$ cat config.mk
export PLATFORM = sky130hd
export DESIGN_NAME = mem_port_arbiter
export DESIGN_NICKNAME = d
export VERILOG_FILES = /design/src/rtl/mem_port_arbiter.sv
export SDC_FILE = /design/constraint.sdc
export NUM_CORES = 1
export LEC_CHECK = 0
export BUFFER_PORTS_ARGS = -buffer_cell sky130_fd_sc_hd__buf_2
export CORE_MARGIN = 2
export CORE_UTILIZATION = 51
export CTS_BUF_LIST = sky130_fd_sc_hd__clkbuf_8
export DETAILED_ROUTE_END_ITERATION = 16
export PLACE_DENSITY = 0.84
export SETUP_SLACK_MARGIN = 0.3
export SLEW_MARGIN = 10
export SYNTH_ARGS = -nofsm -noshare
export SYNTH_HDL_FRONTEND = slang
export SYNTH_SLANG_ARGS = --single-unit
$ cat constraint.sdc
create_clock -name clk -period 3.25 [get_ports clk]
set_clock_uncertainty 0.15 [all_clocks]
set_input_delay 0.325 -clock clk [delete_from_list [all_inputs] [get_ports clk]]
set_output_delay 0.325 -clock clk [all_outputs]
set_load 0.01 [all_outputs]
$ cat src/rtl/mem_port_arbiter.sv
// Arbitrates one fixed-latency single-port memory between the fetch port and the data port.
// Data wins ties; a streak limiter hands the slot to fetch after MAX_DATA_STREAK data grants.
//
// state | meaning
// IDLE  | no access in flight; evaluates if_req/d_req
// ISSUE | mem_en strobe cycle for the registered owner
// WAIT  | LATENCY cycles counting down; captures mem_rdata on the last one
// RESP  | one-cycle ready pulse to the owner
module mem_port_arbiter #(
    parameter int unsigned LATENCY         = 1,
    parameter int unsigned MAX_DATA_STREAK = 4
) (
    input  logic        clk,
    input  logic        reset,
    input  logic        if_req,
    input  logic [31:0] if_addr,
    output logic [31:0] if_rdata,
    output logic        if_ready,
    input  logic        d_req,
    input  logic        d_we,
    input  logic [31:0] d_addr,
    input  logic [31:0] d_wdata,
    output logic [31:0] d_rdata,
    output logic        d_ready,
    output logic        mem_en,
    output logic        mem_we,
    output logic [31:0] mem_addr,
    output logic [31:0] mem_wdata,
    input  logic [31:0] mem_rdata,
    output logic        busy
);

    typedef enum logic [1:0] {IDLE, ISSUE, WAIT, RESP} state_t;

    localparam logic [3:0] WAIT_LOAD  = 4'(LATENCY - 1);
    localparam logic [3:0] STREAK_MAX = 4'(MAX_DATA_STREAK);

    state_t     state;
    logic [3:0] wait_cnt;
    logic [3:0] streak;
    logic       owner_d;
    logic       owner_we;
    logic       grant_d;

    // Fetch only displaces a pending data request once the streak has saturated.
    assign grant_d = d_req && !(if_req && (streak == STREAK_MAX));

    always_ff @(posedge clk) begin
        if (reset) begin
            state     <= IDLE;
            wait_cnt  <= '0;
            streak    <= '0;
            owner_d   <= 1'b0;
            owner_we  <= 1'b0;
            mem_en    <= 1'b0;
            mem_we    <= 1'b0;
            mem_addr  <= '0;
            mem_wdata <= '0;
            if_rdata  <= '0;
            d_rdata   <= '0;
            if_ready  <= 1'b0;
            d_ready   <= 1'b0;
            busy      <= 1'b0;
        end else begin
            case (state)
                IDLE: begin
                    if (grant_d) begin
                        owner_d   <= 1'b1;
                        owner_we  <= d_we;
                        mem_en    <= 1'b1;
                        mem_we    <= d_we;
                        mem_addr  <= d_addr;
                        mem_wdata <= d_wdata;
                        if (!if_req)
                            streak <= '0;
                        else if (streak < STREAK_MAX)
                            streak <= streak + 4'd1;
                        busy      <= 1'b1;
                        state     <= ISSUE;
                    end else if (if_req) begin
                        owner_d   <= 1'b0;
                        owner_we  <= 1'b0;
                        mem_en    <= 1'b1;
                        mem_we    <= 1'b0;
                        mem_addr  <= if_addr;
                        streak    <= '0;
                        busy      <= 1'b1;
                        state     <= ISSUE;
                    end
                end
                ISSUE: begin
                    mem_en   <= 1'b0;
                    mem_we   <= 1'b0;
                    wait_cnt <= WAIT_LOAD;
                    state    <= WAIT;
                end
                WAIT: begin
                    if (wait_cnt == 4'd0) begin
                        if (owner_d) begin
                            if (!owner_we)
                                d_rdata <= mem_rdata;
                            d_ready <= 1'b1;
                        end else begin
                            if_rdata <= mem_rdata;
                            if_ready <= 1'b1;
                        end
                        state <= RESP;
                    end else begin
                        wait_cnt <= wait_cnt - 4'd1;
                    end
                end
                RESP: begin
                    if_ready <= 1'b0;
                    d_ready  <= 1'b0;
                    busy     <= 1'b0;
                    state    <= IDLE;
                end
                default: state <= IDLE;
            endcase
        end
    end

endmodule

Word level (Yosys, flattened, before mapping)
Cells that the tools add are included.
Word-level totals
  flip-flop bits (word level): 145
  bits of input ports: 133
  output and inout port bits: 133
Cells by class
  add/sub/neg operators: 2
  order comparisons: 1
  equality and inequality tests: 10
  mux-type cells: 26
  bitwise operators: 2
  reduce and logical (&&, ||, !) cells: 21
Operators with widths (number)
  $mux W32: 2
  $mux W4: 5
  $reduce_and A2 Y1: 6
  $reduce_and A3 Y1: 4
  $pmux W1 S2: 5
  $reduce_bool A2 Y1: 5
  $mux W1: 9
  $ne A2 B2 Y1 const B: 4
  $pmux W2 S4: 1
  $pmux W4 S2: 1
  $mux W2: 3
  $add A4 B1 Y4 const B: 1
  $eq A2 B2 Y1 const B: 2
  $eq A4 B3 Y1 const B: 1
  $logic_not A4 Y1: 1
  $lt A4 B3 Y1 const B: 1
  $reduce_and A4 Y1: 1
  $sub A4 B1 Y4 const B: 1
  $ne A3 B2 Y1 const B: 1
  $ne A3 B3 Y1 const B: 1
  $eq A2 B1 Y1 const B: 1
  $logic_and A1 B1 Y1: 2
  $logic_not A2 Y1: 1
  $not A1 Y1: 2
  $logic_not A1 Y1: 1

Longest topological paths before layout
Gate-level depths: netlist of the first run.
  depth after elaboration: 6
  depth in mapped cells: 8
  depth with buffers taken out: 6

Worst setup path after synthesis of the first run
OpenSTA, ideal clock, no wires.
  path type: reg-to-reg
  from: register wait_cnt[0]
  to: register if_rdata[0]
  setup time: 0.070 ns
  arrival: 1.620 ns
  setup slack: 1.410 ns
  cell stages (with the launch flop): 9
  path buffers: 2
  clock period less this slack: 1.840 ns
  cell sequence: dfxtp_1 -> inv_1 -> ha_1 -> or3b_1 -> buf_2 -> nor3b_4 -> buf_6 -> nand2_1 -> a21oi_1
Between the ends
  longest elaborated chain between the ends: 2
Ends and longest elaborated chain
  from (decl): line 39  | logic [3:0] wait_cnt;
  from (signal assigned): line 109  | wait_cnt <= wait_cnt - 4'd1;
  $logic_not A4 Y1: line 98  | if (wait_cnt == 4'd0) begin
  $reduce_and A3 Y1 (no source line)
  to (signal assigned): line 104  | if_rdata <= mem_rdata;
  to (decl): line 17  | output logic [31:0] if_rdata,
Every way passes these cells.
A chain may end at the register's enable or synchronous reset.

Worst setup path after layout of the first run
  from: register wait_cnt[0]
  to: register if_rdata[17]
The elaborated chain is that of the path after synthesis.

==> results.toml, run 1 <==
[grt]
use_met1 = 0.3342
grt_pass1_wl_um = 26740
grtUsageMet3 = 0.07715
grt_max_degree = 66
grt_pass1_vias = 5761
antenna_found_initial = 0
use_met2 = 0.4875
grt_overflow = 0
grt_busiest_layer = "met2"
grt_use_total = 0.2851

[synthesis]
avgSynthCellArea_um2 = 7.920
synth_nets = 844
ys_warn_count = 0
syn_area_um2 = 5568
yosysMostFrequentCell = "nand2_1"
synthTopCellsByArea = "dfxtp_1, nand2_1, a21oi_1, a211oi_1, nor2_1"
syn_inst = 703
synthTopCellsByCount = "nand2_1, dfxtp_1, a21oi_1, nor2_1, clkbuf_1"
netlist.area_leader.share = 0.5213
synth_area_leader_cell = "dfxtp_1"
synth_edf_count = 0
yosys_most_used_dff = "dfxtp_1"
yosysSeqAreaShare = 0.5213
yosysUniqueCellTypes = 35
synthArstFlopShare = 0
ys_seq_elements = 145

[pwr]
pwr-share-seq = 0.398
power_frac_clock = 0.261
peakVddDrop_uv = 621.6
combinationalPowerShare = 0.341
internal_power_uw = 3754
powerDensity_nw_per_um2 = 706.2
power_uw = 5878
p_leak_uw = 0.003786
p_switching_uw = 2124
swShare = 0.3614

[route]
routedWlPerCell_um = 14.57
initialDrtViolationCount = 464
drc = 0
viasPerCell = 5.108
first_pass_iters = 5
vias = 6094
wl_um = 17380
postRouteAntennaNets = 0

[layout]
multi_input_area_um2 = 2396
areaGrowthSynthToFinish_pct = 49.51
nets = 1181
stdcell_area_um2 = 8324
fill_cells = 737
drive_gt1_frac = 0.2953
n_antenna_cell = 0
layout.area.seq_um2 = 2903
fin_util = 0.7747
instances_no_fill = 1193

[die]
die_w_um = 108.5
initial_core_util = 0.5182
coreArea_um2 = 10750
io_pins = 266
die_area_um2 = 11770
dieHeight_um = 108.5
row_count = 38

[setup_path]
r2r_start = "wait_cnt[0]"
crit_fanout = 32
worst_ep_arrival_time_ns = 2.32
cp_data_required_time_ns = 3.45
r2r_setup_slack_ns = 1.13
cp_top_family = "simple AND/OR/NAND/NOR gates"
cp-start-kind = "flop"
cp_num_buf_inv = 2
startpoint = "wait_cnt[0]"
path_cells = "inv_1 -> ha_1 -> or3b_1 -> nor3b_4 -> buf_4 -> nand2_1 -> a21oi_1"
slowest_stage = "or3b_1"
slowest_delay_ns = 0.50
critPathKind = "flop to flop"
setup.worst_path.end_class = "flop"

[hold_path]
hp-class = "input pin to flop"
holdCritStartpoint = "mem_rdata[16]"

[run]
max_cap_viol_count = 0

[timing]
relSlewSlack = 0.6450
tns_ns = 0
hold_viol_final = 0
fin_crit_sh = 0.6513
period_minus_slack_ns = 2.117
rsz0062_at_grt = "false"
max_freq_mhz = 472.4
drv_slew = 0
worst_pin_slew_ns = 0.5325
setup_viol = 0

[clock_network]
cts_root_buf = "clkbuf_8"
numCtsBuffers = 17
cts_setup_buffers = 0
cts_sinks = 145
insertion_delay_ns = 0.42
cts_buffer_depth = 2
cts_htree_levels = 4
post_cts_resized = 0
cts_tree = "done"
clk_pin_slew_ns = 0.08
cts.hold.buffers_added = 95

[placement]
dp_cells = 1066
port_buffers = 265
gp_congestion = 0.8116
place_area_um2 = 6939
hpwl_um = 10200

[run_status]
status = "complete, no violations"
## worst paths after layout
path / endpoint / cells after the start
worst min register to register: mem_wdata[1] / 2
worst min-delay path: if_rdata[16] / 3
worst max-delay path: if_rdata[17] / 7
worst max register to register: if_rdata[17] / 7
## final cells by class
class / instances / area share
timing repair buffer: 372 / 0.2862
multi-input combinational: 495 / 0.2878
tap: 140 / 0.02104
clock buffer: 19 / 0.03141
clock inverter: 13 / 0.02074
sequential: 145 / 0.3487
inverter: 9 / 0.004058
## routing by layer
layer | vias up | wire length [um]
met5 | - | 0
met4 | 0 | 516
met3 | 44 | 1309
met2 | 272 | 8789
met1 | 2770 | 6763
li1 | 3008 | -
## placed cells by master, fill, tap and decap left out, types with 2 or more instances in the layout
cell | netlist | layout
a211oi_1 | 33 | 33
a21oi_1 | 133 | 133
a31oi_1 | 2 | 2
a32oi_1 | 2 | 2
and2_1 | 3 | 3
buf_2 | 11 | 264
buf_4 | 0 | 12
bufinv_16 | 0 | 3
clkbuf_8 | 0 | 19
clkinvlp_4 | 0 | 2
dfxtp_1 | 145 | 145
dlygate4sd3_1 | 0 | 95
ha_1 | 8 | 8
inv_1 | 9 | 10
inv_6 | 0 | 6
mux2i_1 | 2 | 2
nand2_1 | 232 | 232
nand2b_1 | 5 | 5
nand3_1 | 5 | 5
nand3b_1 | 2 | 2
nand4b_1 | 4 | 4
nor2_1 | 42 | 42
nor3_1 | 2 | 2
nor3b_1 | 2 | 2
o21a_1 | 3 | 3
o31ai_1 | 2 | 2
xor2_1 | 2 | 2
## logic make-up (layout without fill, tap and decap cells)
kind of cell / after synthesis / count (layout) / share of synthesized area
and+or+nand+nor: 301 / 301 / 0.2200
DFF: 145 / 145 / 0.5213
buffers and inverters: 63 / 413 / 0.04899
muxes: 2 / 2 / 0.003596
adders and majority gates: 8 / 8 / 0.01798
xor gates and xnor gates: 2 / 2 / 0.003147
AOI/OAI and AO/OA: 182 / 182 / 0.1849
## worst reg2reg max path: cells and delay by family, from the launching register on
family | cells | cell delay (ns)
AOI/OAI and AO/OA | 1 | 0.14
adders and majority gates | 1 | 0.16
buffers and inverters | 2 | 0.45
DFF | 1 | 0.33
and+or+nand+nor | 3 | 0.83
## per-stage QoR
step                      hold WS, ns  setup slack [ns]
final                         0.02712             1.133
after global placement         0.2891             1.230
after detailed placement       0.2930             1.159
after CTS                    0.005430             1.139
after global routing          0.01117            0.9865
after floorplan                0.2900             1.410
## power groups by stage
| stage | combinational, uW | sequential, uW | clock [uW] |
|---|---|---|---|
| 4_1_cts | 1960 | 2330 | 1560 |
| 3_3_place_gp | 1840 | 2360 | 0 |
| 6_report | 2000 | 2340 | 1530 |
| 3_5_place_dp | 1870 | 2370 | 0 |
| 5_1_grt | 2200 | 2380 | 1640 |
| 2_1_floorplan | 1050 | 2520 | 0 |
## sequential cells by signal, indices dropped and copies added, names as in the netlist
signal,cells
d_rdata,32
if_rdata,32
mem_addr,32
mem_wdata,32
streak,4
wait_cnt,4
state,2
busy,1
d_ready,1
if_ready,1
mem_en,1
mem_we,1
owner_d,1
owner_we,1
No activity file was read; power rests on OpenSTA's default activity.
==> inputs of run 2 (changes only) <==
--- a/config.mk
+++ b/config.mk
@@ -5,12 +5,13 @@
 export SDC_FILE = /design/constraint.sdc
 export NUM_CORES = 1
 export LEC_CHECK = 0
+export ABC_AREA = 1
 export BUFFER_PORTS_ARGS = -buffer_cell sky130_fd_sc_hd__buf_2
 export CORE_MARGIN = 2
-export CORE_UTILIZATION = 51
+export CORE_UTILIZATION = 49
 export CTS_BUF_LIST = sky130_fd_sc_hd__clkbuf_8
 export DETAILED_ROUTE_END_ITERATION = 16
-export PLACE_DENSITY = 0.84
+export PLACE_DENSITY = 0.8
 export SETUP_SLACK_MARGIN = 0.3
 export SLEW_MARGIN = 10
 export SYNTH_ARGS = -nofsm -noshare
==> constraint.sdc (replaced) <==
create_clock -name clk -period 2.15 [get_ports clk]
set_clock_uncertainty 0.15 [all_clocks]
set_input_delay 0.215 -clock clk [delete_from_list [all_inputs] [get_ports clk]]
set_output_delay 0.215 -clock clk [all_outputs]
set_load 0.01 [all_outputs]
==> results.toml, run 2 <==
[layout]
layout_common_cells = "buf_2, nor2_1, dfxtp_1"
fill_cells = 750
drive_gt1_frac = 0.2702
layout.area.seq_um2 = 2905
nets = 1342
areaGrowthSynthToFinish_pct = 54.66
stdcell_area_um2 = 9091
layout_commonest_cell = "buf_2"
multi_input_area_um2 = 2569
n_antenna_cell = 0
fin_util = 0.7665

[route]
viasPerCell = 5.498
first_pass_iters = 8
routedWlPerCell_um = 16.73
wl_um = 22770
wl_met2_um = 10850
top_layer = "met4"
wl_met1_um = 8003
vias = 7483
drc = 0
postRouteAntennaNets = 0
route.met3.wl_um = 2354
initialDrtViolationCount = 809

[setup_path]
worst_ep_arrival_time_ns = 1.98
r2r_cells = 9
setup.worst_path.end_class = "flop"
critPathKind = "flop to flop"
crit_fanout = 29
cp_data_required_time_ns = 2.35
cp-start-kind = "flop"

[synthesis]
netlist.area_leader.share = 0.4938
synthTopCellsByCount = "nor2_1, dfxtp_1, nand2_1, nand3_1, o21ai_0"
yosys_most_used_dff = "dfxtp_1"
ys_seq_elements = 145
synth_edf_count = 0
synthTopCellsByArea = "dfxtp_1, nor2_1, nand3_1, nand2_1, o21ai_0"
yosysSeqAreaShare = 0.4938
avgSynthCellArea_um2 = 7.142
syn_inst = 823
yosysUniqueCellTypes = 24
ys_warn_count = 0
syn_area_um2 = 5878
synth_area_leader_cell = "dfxtp_1"
synth_nets = 964
yosysMostFrequentCell = "nor2_1"
synthArstFlopShare = 0

[run_status]
status = "complete, no violations"

[grt]
grt_use_total = 0.3441
grt_pass1_vias = 7205
grt_overflow = 0
antenna_found_initial = 0
grt_pass1_wl_um = 35220
grt_max_degree = 65

[hold_path]
holdPathStages = 4
hp-class = "input pin to flop"

[timing]
relSlewSlack = 0.6165
drv_slew = 0
holdWs_ns = 0.05050
hold_viol_final = 0
tns_ns = 0
period_minus_slack_ns = 1.782
setup_viol = 0
worst_pin_slew_ns = 0.5753
rsz0062_at_grt = "false"
max_freq_mhz = 561.2
fin_crit_sh = 0.8288

[clock_network]
cts_tree = "done"
cts_sinks = 145
insertion_delay_ns = 0.45
cts_setup_buffers = 0
clk_pin_slew_ns = 0.08
cts_root_buf = "clkbuf_8"
cts_htree_levels = 4
numCtsBuffers = 17
cts_buffer_depth = 2

[placement]
hpwl_um = 11290
port_buffers = 265
gp_congestion = 0.8264
place_area_um2 = 7332

[pwr]
powerDensity_nw_per_um2 = 1091
power_uw = 9916
p_leak_uw = 0.004580
peakVddDrop_uv = 781.9

[die]
row_count = 40
coreArea_um2 = 11860
io_pins = 266
die_area_um2 = 12890
die_w_um = 113.5
initial_core_util = 0.4956
dieHeight_um = 113.5

[run]
max_cap_viol_count = 0
run 2: changes by cell type in the layout (fill, tap and decap cells not counted), moves of 6 or more:
cell,delta
a211oi_1,-32
a21oi_1,-89
dlygate4sd3_1,+34
inv_1,+44
inv_6,-6
nand2_1,-110
nand3_1,+99
nor2_1,+161
o21ai_0,+61
o21ai_1,+10
run 2: per-layer routing:
metal	track usage	vias up
met5	0	-
met4	0.2228	0
met3	0.09564	165
met2	0.5876	582
met1	0.3759	3349
li1	-	3387
run 2: area by class of cell:
| cell class | count | area share |
|---|---|---|
| sequential | 145 | 0.3196 |
| timing repair buffer | 412 | 0.3119 |
| multi-input combinational | 570 | 0.2825 |
| clock buffer | 20 | 0.03028 |
| inverter | 55 | 0.02271 |
| tap | 147 | 0.02023 |
| clock inverter | 12 | 0.01280 |
run 2: logic make-up after synthesis:
| logic type | after synthesis | synth area share |
|---|---|---|
| simple gates | 443 | 0.3114 |
| compound gates | 119 | 0.1028 |
| buf+inv | 108 | 0.07493 |
| fa+ha+maj | 8 | 0.01703 |
| flops | 145 | 0.4938 |
run 2: path summary, 6_finish.rpt:
| kind | startpoint | endpoint | slack, ns |
|---|---|---|---|
| min reg2reg | wait_cnt[0] | wait_cnt[0] | 0.31 |
| max reg2reg | state[1] | mem_addr[6] | 0.37 |
| min | reset | wait_cnt[0] | 0.05 |
| max | state[1] | mem_addr[6] | 0.37 |
run 2: worst max-delay path, stage by stage, from the launching register on:
cell and delay [ns]:
dfxtp_2 0.35, inv_1 0.08, ha_1 0.23, o21ai_4 0.12
inv_2 0.12, buf_12 0.18, nor2_1 0.15, nor2_1 0.07
nand2_1 0.13, inv_1 0.07
run 2: timing repair:
action                                  in CTS  in global routing
endpoints found under the hold margin      130                  0
resized for setup                            0                 14
hold buffers                               129                  0
endpoints found under the setup margin       0                 85
run 2: through the flow:
stage / cells / setup slack, ns
after floorplan: 823 / 0.5440
after global placement: 1199 / 0.4389
after detailed placement: 1199 / 0.3828
after CTS: 1360 / 0.3742
after global routing: 1361 / 0.2830
final: 1361 / 0.3681
run 2: power breakdown:
| part | switching (uW) | leakage [uW] | internal, uW |
|---|---|---|---|
| Clock | 1020 | 0.000207 | 1100 |
| Combinational | 2440 | 0.00319 | 1530 |
| Sequential | 413 | 0.00119 | 3400 |
